[src/rtl/bcd_display_seq.sv]
// Sequential binary-to-BCD converter (double dabble, one bit per clock) with
// 7-segment encoding, leading-zero blanking and overflow dash display.
module bcd_display_seq #(
    parameter int WIDTH      = 8,
    parameter int DIGITS     = 4,
    parameter bit BLANK_LZ   = 1'b1,
    parameter bit ACTIVE_LOW = 1'b1
) (
    input  logic                  clk,
    input  logic                  rst_n,
    input  logic                  start,
    input  logic [WIDTH-1:0]      bin,
    output logic                  busy,
    output logic                  done,
    output logic                  overflow,
    output logic [4*DIGITS-1:0]   bcd,
    output logic [7*DIGITS-1:0]   seg
);
    localparam int CNT_W = $clog2(WIDTH + 1);

    typedef enum logic [1:0] {IDLE, SHIFT, DONE} state_t;

    state_t               state, state_nxt;
    logic [WIDTH-1:0]     shreg, shreg_nxt;
    logic [4*DIGITS-1:0]  scratch, adj, scratch_nxt;
    logic                 ovf, ovf_nxt, carry;
    logic [CNT_W-1:0]     cnt;
    logic                 last_shift;

    function automatic logic [6:0] seg_code(input logic [3:0] d);
        case (d)
            4'd0:    seg_code = 7'h3F;
            4'd1:    seg_code = 7'h06;
            4'd2:    seg_code = 7'h5B;
            4'd3:    seg_code = 7'h4F;
            4'd4:    seg_code = 7'h66;
            4'd5:    seg_code = 7'h6D;
            4'd6:    seg_code = 7'h7D;
            4'd7:    seg_code = 7'h07;
            4'd8:    seg_code = 7'h7F;
            4'd9:    seg_code = 7'h6F;
            default: seg_code = 7'h00;
        endcase
    endfunction

    // Digits are walked from the top so upper_zero tracks "all digits i..DIGITS-1 are zero".
    function automatic logic [7*DIGITS-1:0] encode(input logic [4*DIGITS-1:0] v, input logic o);
        logic [7*DIGITS-1:0] s;
        logic                upper_zero;
        s          = '0;
        upper_zero = 1'b1;
        for (int i = DIGITS - 1; i >= 0; i--) begin
            upper_zero = upper_zero && (v[4*i +: 4] == 4'd0);
            if (o)
                s[7*i +: 7] = 7'h40;
            else if (BLANK_LZ && (i > 0) && upper_zero)
                s[7*i +: 7] = 7'h00;
            else
                s[7*i +: 7] = seg_code(v[4*i +: 4]);
        end
        return ACTIVE_LOW ? ~s : s;
    endfunction

    // Add-3 on every nibble, then shift the whole {ovf, scratch, shreg} chain left by one.
    always_comb begin
        adj = scratch;
        for (int i = 0; i < DIGITS; i++) begin
            if (scratch[4*i +: 4] >= 4'd5)
                adj[4*i +: 4] = scratch[4*i +: 4] + 4'd3;
        end
        {carry, scratch_nxt, shreg_nxt} = {adj, shreg, 1'b0};
        ovf_nxt    = ovf | carry;
        last_shift = (cnt == CNT_W'(1));
    end

    always_ff @(posedge clk) begin
        if (!rst_n)
            state <= IDLE;
        else
            state <= state_nxt;
    end

    always_comb begin
        state_nxt = state;
        case (state)
            IDLE:    if (start) state_nxt = SHIFT;
            SHIFT:   if (last_shift) state_nxt = DONE;
            DONE:    state_nxt = IDLE;
            default: state_nxt = IDLE;
        endcase
    end

    always_comb begin
        busy = (state != IDLE);
        done = (state == DONE);
    end

    // Working registers carry no reset; they are fully reloaded on every accepted start.
    always_ff @(posedge clk) begin
        case (state)
            IDLE: begin
                if (start) begin
                    shreg   <= bin;
                    scratch <= '0;
                    ovf     <= 1'b0;
                    cnt     <= CNT_W'(WIDTH);
                end
            end
            SHIFT: begin
                shreg   <= shreg_nxt;
                scratch <= scratch_nxt;
                ovf     <= ovf_nxt;
                cnt     <= cnt - CNT_W'(1);
            end
            default: ;
        endcase
    end

    // Displayed result only moves on the edge entering DONE, so the HEX digits never flicker.
    always_ff @(posedge clk) begin
        if (!rst_n) begin
            bcd      <= '0;
            overflow <= 1'b0;
            seg      <= encode({4*DIGITS{1'b0}}, 1'b0);
        end else if (state == SHIFT && last_shift) begin
            bcd      <= scratch_nxt;
            overflow <= ovf_nxt;
            seg      <= encode(scratch_nxt, ovf_nxt);
        end
    end
endmodule

[config.mk]
export PLATFORM = sky130hd
export DESIGN_NAME = bcd_display_seq
export DESIGN_NICKNAME = d
export VERILOG_FILES = /design/src/rtl/bcd_display_seq.sv
export SDC_FILE = /design/constraint.sdc
export NUM_CORES = 1
export LEC_CHECK = 0
export BUFFER_PORTS_ARGS = -buffer_cell sky130_fd_sc_hd__buf_4
export CORE_ASPECT_RATIO = 0.9
export CORE_MARGIN = 4
export CORE_UTILIZATION = 35
export DETAILED_ROUTE_END_ITERATION = 10
export GPL_ROUTABILITY_DRIVEN = 0
export GPL_TIMING_DRIVEN = 0
export PLACE_DENSITY = 0.63
export SLEW_MARGIN = 20
export SYNTH_ARGS = -nofsm -noshare
export SYNTH_HDL_FRONTEND = slang
export SYNTH_SLANG_ARGS = --single-unit
[constraint.sdc]
create_clock -name clk -period 2.4 [get_ports clk]
set_clock_uncertainty 0.1 [all_clocks]
set_input_delay 0.48 -clock clk [delete_from_list [all_inputs] [get_ports clk]]
set_output_delay 0.48 -clock clk [all_outputs]
set_load 0.02 [all_outputs]
==> results.toml, run 1 <==
[logic_synthesis]
syn-num-nets = 479
synthCells = 442
synth-edff-count = 29
async_reset_ff_share_pct = 0
synth_seq_cells = 76
seq_area_frac_synth_pct = 44.34
syn_area_mm2 = 0.004086
syn_avg_cell_area_um2 = 9.245
yosys_warnings = 0
synth_ff_type = "dfxtp_1"
yosysUniqueCellTypes = 64

[worst_setup_path]
path_max_fanout = 4
crit_chain = "ha_2 > nand2b_4 > and3_4 > a211o_4 > ha_4 > o21ai_4 > o41ai_4 > or3b_4 > o22a_1"
critPathMaxStageDelay_ns = 0.45
worst_setup_path_start_kind = "flop"
cp-end-kind = "flop"
critPathArrivalTime_ns = 2.64
worstPathRequired_ns = 2.53
path_delay_family = "simple AND/OR/NAND/NOR gates"
timing.critical_path.buf_inv = 0
critical_path_class = "reg -> reg"
slowest_stage = "edfxtp_1"

[finish]
antenna_cells = 0
utilization_pct = 50.21
nNetsFinal = 586
synthToLayoutAreaGrowth_pct = 40.51
nFillCells = 1041
drive_gt1_share_pct = 35.02
final_cell_mix = "90 x buf_4, 68 x nand2_1, 47 x dfxtp_1"
layout_commonest_cell = "buf_4"
design_area_mm2 = 0.005742

[die]
initial_core_util_pct = 35.74
die_x_um = 121.9
num_io_pins = 58
rows = 37
core_mm2 = 0.01143
die_h_um = 110.5
dieArea_mm2 = 0.01347

[global_routing]
antenna_found_initial = 0
grt_pass1_wl_um = 17860
grt_pass1_vias = 3541
track_usage_pct = 16.90
grt_overflow = 0
grt_start_max_net_pins = 23

[run_status]
violations = "negative setup slack"
status = "finished with violations"

[timing]
worst_slack_ns = -0.1153
maxSlewViolCount = 0
setup_viol = 14
worst_slew_pin_slew_ns = 0.6655
fmax_mhz = 397.6
fin_tns_setup_ns = -0.9927
hold_viol = 0
rsz0062_at_grt = "true"
period_needed_ns = 2.515
post-route-period-util_pct = 104.8
holdWs_ns = 0.3028
slew_headroom_pct = 55.16

[flow_run]
cap_violations = 0

[placement]
port_buffers = 57
detailedPlace.worstSlack_ns = -0.3783
dpl_cell_area_mm2 = 0.004876
hpwl_um = 7871

[pwr]
leakagePower_uw = 0.002434
peakVddDrop_uv = 307.1
p_sw_uw = 1319
p_per_area_mw_per_mm2 = 718.9
seqPwrFrac_pct = 36.1
power_frac_comb_pct = 32.8
p_int_uw = 2809
swShare_pct = 31.95
clockPowerShare_pct = 31.1

[clock_network]
insertion_delay_ns = 0.34
cts.sinks = 76
cts_buffer_depth = 2
h-tree-depth = 3
cts_made_buffers = 9
cts-root-buf = "clkbuf_16"
clkTransAtPathRegs_ns = 0.06
cts_tree = "built"
ctsHoldBuffers = 0

[detailed_routing]
dr_total_vias = 3638
viasPerCell = 5.124
drt_iter0_drc = 280
drc = 0
wl_um = 11500
drtPass1Iterations = 4
routedWlPerCell_um = 16.20
ant_nets = 0

[worst_hold_path]
hold_class = "in -> reg"
==> cell families after synthesis <==
group           Yosys count  share of synthesized area (%)
buf+inv                  47                          4.501
xor+xnor                  6                          1.286
flops                    76                          44.34
simple gates            173                          21.16
compound gates          101                          17.39
fa+ha+maj                26                          7.961
mux                      13                          3.368
==> flip-flops by register name (all words and copies together) (netlist names) <==
signal and count:
seg 28, bcd 16, scratch 16, shreg 8, cnt 4, state 2, overflow 1, ovf 1
==> cell type report <==
class	count	area, um2	share of cell area [%]
clock inverters	4	22.52	0.3922
clock buffers	12	257.7	4.489
inverters	26	100.1	1.743
flip-flops and latches	76	1812	31.55
plain buffers	21	98.84	1.722
multi-input cells	319	2480	43.19
well taps	156	195.2	3.399
repair buffers	96	775.7	13.51
==> routing by layer <==
layer	global-route usage, %	share of wire, %	wire length (um)
met2	25.85	46	5284
met3	5.632	8.7	1002
met5	0	0	0
met1	23.15	44	5095
met4	3.883	1.0	116
==> synth_stat cells (all sizes together), types with 4 or more instances <==
master | number | area, um2
a211oi | 4 | 35.03
a21boi | 4 | 30.03
a21oi | 15 | 75.07
and2 | 13 | 81.33
buf | 5 | 26.27
clkbuf | 16 | 60.06
dfxtp | 47 | 940.9
edfxtp | 29 | 870.8
ha | 26 | 325.3
inv | 26 | 97.59
mux2 | 6 | 67.56
mux2i | 7 | 70.07
nand2 | 72 | 272.8
nand2b | 7 | 43.79
nand3 | 11 | 55.05
nand3b | 5 | 37.54
nor2 | 32 | 120.1
nor3 | 7 | 51.30
nor3b | 10 | 80.07
o211a | 6 | 60.06
o211ai | 7 | 52.55
o21a | 5 | 37.54
o21ai | 27 | 138.9
o22a | 4 | 35.03
o31a | 5 | 43.79
or3 | 4 | 30.03
xnor2 | 6 | 52.55
==> tightest hold or removal path, delay by kind of cell <==
kind / cells / cell delay (ns)
and+or+nand+nor: 2 / 0.08
buffers and inverters: 1 / 0.07
==> power groups by stage <==
stage                     Sequential [uW]  Combinational (uW)  Clock (uW)
final                                1490                1360        1280
after global routing                 1500                1480        1370
after CTS                            1480                1130        1300
after detailed placement             1510                 968           0
after global placement               1510                 935           0
after floorplan                      1510                 730           0
==> metrics by stage <==
| stage | instances | total power, uW |
|---|---|---|
| 6_report | 710 | 4128 |
| 5_1_grt | 710 | 4343 |
| 4_1_cts | 696 | 3917 |
| 3_5_place_dp | 656 | 2482 |
| 3_3_place_gp | 655 | 2448 |
| 2_1_floorplan | 442 | 2240 |
==> timing repair <==
action,CTS,global route
pin swaps,18,22
endpoints found under the setup margin,27,32
buffers inserted,24,14
gates resized for setup,20,54
==> final timing paths <==
path	start	endpoint	slack, ns	depth (start not counted)
max	scratch[12]$_SDFFCE_PN0P_	seg[10]$_SDFFE_PN1P_	-0.12	9
min	bin[1]	shreg[1]$_DFFE_PP_	0.30	3
max reg2reg	scratch[12]$_SDFFCE_PN0P_	seg[10]$_SDFFE_PN1P_	-0.12	9
min reg2reg	bcd[0]$_SDFFE_PN0P_	bcd[0]$_SDFFE_PN0P_	0.38	2
(Power assumes the default switching activity.)
==> run 2: changes to the inputs <==
--- a/config.mk
+++ b/config.mk
@@ -12,7 +12,8 @@
 export DETAILED_ROUTE_END_ITERATION = 10
 export GPL_ROUTABILITY_DRIVEN = 0
 export GPL_TIMING_DRIVEN = 0
-export PLACE_DENSITY = 0.63
+export PLACE_DENSITY = 0.61
+export SETUP_SLACK_MARGIN = 0.15
 export SLEW_MARGIN = 20
 export SYNTH_ARGS = -nofsm -noshare
 export SYNTH_HDL_FRONTEND = slang
==> constraint.sdc (replaced) <==
create_clock -name clk -period 3.2 [get_ports clk]
set_clock_uncertainty 0.1 [all_clocks]
set_input_delay 0.64 -clock clk [delete_from_list [all_inputs] [get_ports clk]]
set_output_delay 0.64 -clock clk [all_outputs]
set_load 0.02 [all_outputs]
==> run 2 against run 1 <==
  * The run now ends clean
  * Sequential share of layout area up 3.8 points
  * Via count shrank 7.1%
  * Critical endpoint is now seg[8]$_SDFFE_PN1P_
  * Wire length down 9.1%
  * Setup slack gained 0.44 ns
  * Cell count decreased by 5.1%
  * Highest routed layer unchanged
  * Largest power group is now the clock network
  * Flip-flop and latch count is the same
  * First-iteration DRC count fell by 26%
  * Sequential power down 26%
  * Non-clock buffer count shrank 36
  * Hold slack improved by 0.072 ns
==> results.toml, run 2 (synthesis gave the netlist of run 1 again) <==
[finish]
layout.cells.non_filler = 674
drive_gt1_share_pct = 20.46
synthToLayoutAreaGrowth_pct = 25.32
final_cell_mix = "71 x nand2_1, 60 x buf_4, 47 x dfxtp_1"
nFillCells = 1099
antenna_cells = 0
top_register = "seg"
largest_register_ffs = 28
reg_top3 = "seg: 28 flops, bcd: 16 flops, scratch: 16 flops"
layout_commonest_cell = "nand2_1"
nNetsFinal = 550

[worst_hold_path]
hold_class = "reg -> reg"
whs_path_depth = 2

[clock_network]
cts-root-buf = "clkbuf_16"
clkTransAtPathRegs_ns = 0.06
h-tree-depth = 3
cts_made_buffers = 9
insertion_delay_ns = 0.33
ctsHoldBuffers = 0
cts_buffer_depth = 2
cts_tree = "built"
cts.sinks = 76

[placement]
detailedPlace.worstSlack_ns = 0.1056
placedCellCount = 656
hpwl_um = 7894
port_buffers = 57

[pwr]
peakVddDrop_uv = 278.6
leakagePower_uw = 0.002181
p_per_area_mw_per_mm2 = 570.7

[die]
dieArea_mm2 = 0.01347
initial_core_util_pct = 35.74
core_mm2 = 0.01143
rows = 37
num_io_pins = 58
die_h_um = 110.5
die_x_um = 121.9

[run_status]
status = "completed"

[global_routing]
gr-max-usage-layer = "met2"
antenna_found_initial = 0
track_usage_pct = 15.78
met1_usage_pct = 20.59
met3_usage_pct = 2.714
use_met2_pct = 26.73
grt_pass1_vias = 3380
grt_pass1_wl_um = 17040
grt_start_max_net_pins = 19
grt_overflow = 0

[flow_run]
cap_violations = 0

[timing]
hold_viol = 0
slew_headroom_pct = 52.05
worst_slew_pin_slew_ns = 0.7118
maxSlewViolCount = 0
fin_tns_setup_ns = 0
period_needed_ns = 2.873
fmax_mhz = 348.0
rsz0062_at_grt = "false"
post-route-period-util_pct = 89.79
setup_viol = 0
worst_slack_ns = 0.3267

[detailed_routing]
viasPerCell = 5.012
drc = 0
wl_um = 10460
routedWlPerCell_um = 15.51
dr_total_vias = 3378
drtPass1Iterations = 4
drt_iter0_drc = 208
ant_nets = 0

[worst_setup_path]
worst_setup_path_start_kind = "flop"
rr_worst_depth = 9
worstPathRequired_ns = 3.33
critical_path_class = "reg -> reg"
critPathArrivalTime_ns = 3.00
path_max_fanout = 8
cp-end-kind = "flop"
## run 2: changes by cell type in the layout (fill, tap and decap cells not counted), sizes merged
cell / change
bufinv: +2
clkinv: -4
inv: +1
clkinvlp: +2
buf: -36
clkbuf: -1
## run 2: cell type report
type / instances / area (um2) / share of cell area (%)
multi-input cells: 319 / 2133 / 41.66
flip-flops and latches: 76 / 1812 / 35.38
repair buffers: 60 / 470.5 / 9.186
clock buffers: 11 / 242.7 / 4.740
well taps: 156 / 195.2 / 3.811
inverters: 26 / 97.59 / 1.906
plain buffers: 21 / 86.33 / 1.686
clock inverters: 5 / 83.83 / 1.637
## run 2: repair_timing
action                                 CTS  global route
pin swaps                                0             0
gates resized for setup                  2             5
endpoints found under the hold margin    0             0
buffers inserted                         0             2
setup endpoints to repair                4             7
## run 2: power breakdown
part           internal [uW]  switching, uW
combinational            262            428
sequential              1070           44.4
clock                    708            411
## run 2: stage by stage
stage | hold WS, ns | power (uW) | utilization (%) | instance area (um2)
final | 0.3747 | 2922 | 44.79 | 5121
after floorplan | 0.3581 | 1622 | - | 4086
after CTS | 0.3845 | 2917 | 44.41 | 5079
after global routing | 0.4075 | 3073 | 44.79 | 5121
after detailed placement | 0.3681 | 1803 | 41.49 | 4745
after global placement | 0.3674 | 1771 | 41.19 | 4710
## run 2: layer usage
layer  part of all wire [%]  up-vias
met2                     48       59
met4                    1.2        0
li1                       -     1699
met1                     47     1609
met5                      0        -
met3                    3.8       11
## run 2: worst paths after layout
check                                       endpoint                 startpoint  slack, ns
worst max-delay path             seg[8]$_SDFFE_PN1P_  scratch[12]$_SDFFCE_PN0P_       0.33
worst max register to register   seg[8]$_SDFFE_PN1P_  scratch[12]$_SDFFCE_PN0P_       0.33
worst min-delay path            seg[27]$_SDFFE_PN1P_       seg[27]$_SDFFE_PN1P_       0.37
worst min register to register  seg[27]$_SDFFE_PN1P_       seg[27]$_SDFFE_PN1P_       0.37
## run 2: critical path: stages (launching register included)
cell and delay [ns]:
edfxtp_1 0.49, ha_1 0.25, nand2b_1 0.19, and3_1 0.21, a211o_2 0.40, ha_1 0.25, o21ai_2 0.14, o41ai_4 0.15
or3b_4 0.41, o22a_1 0.18
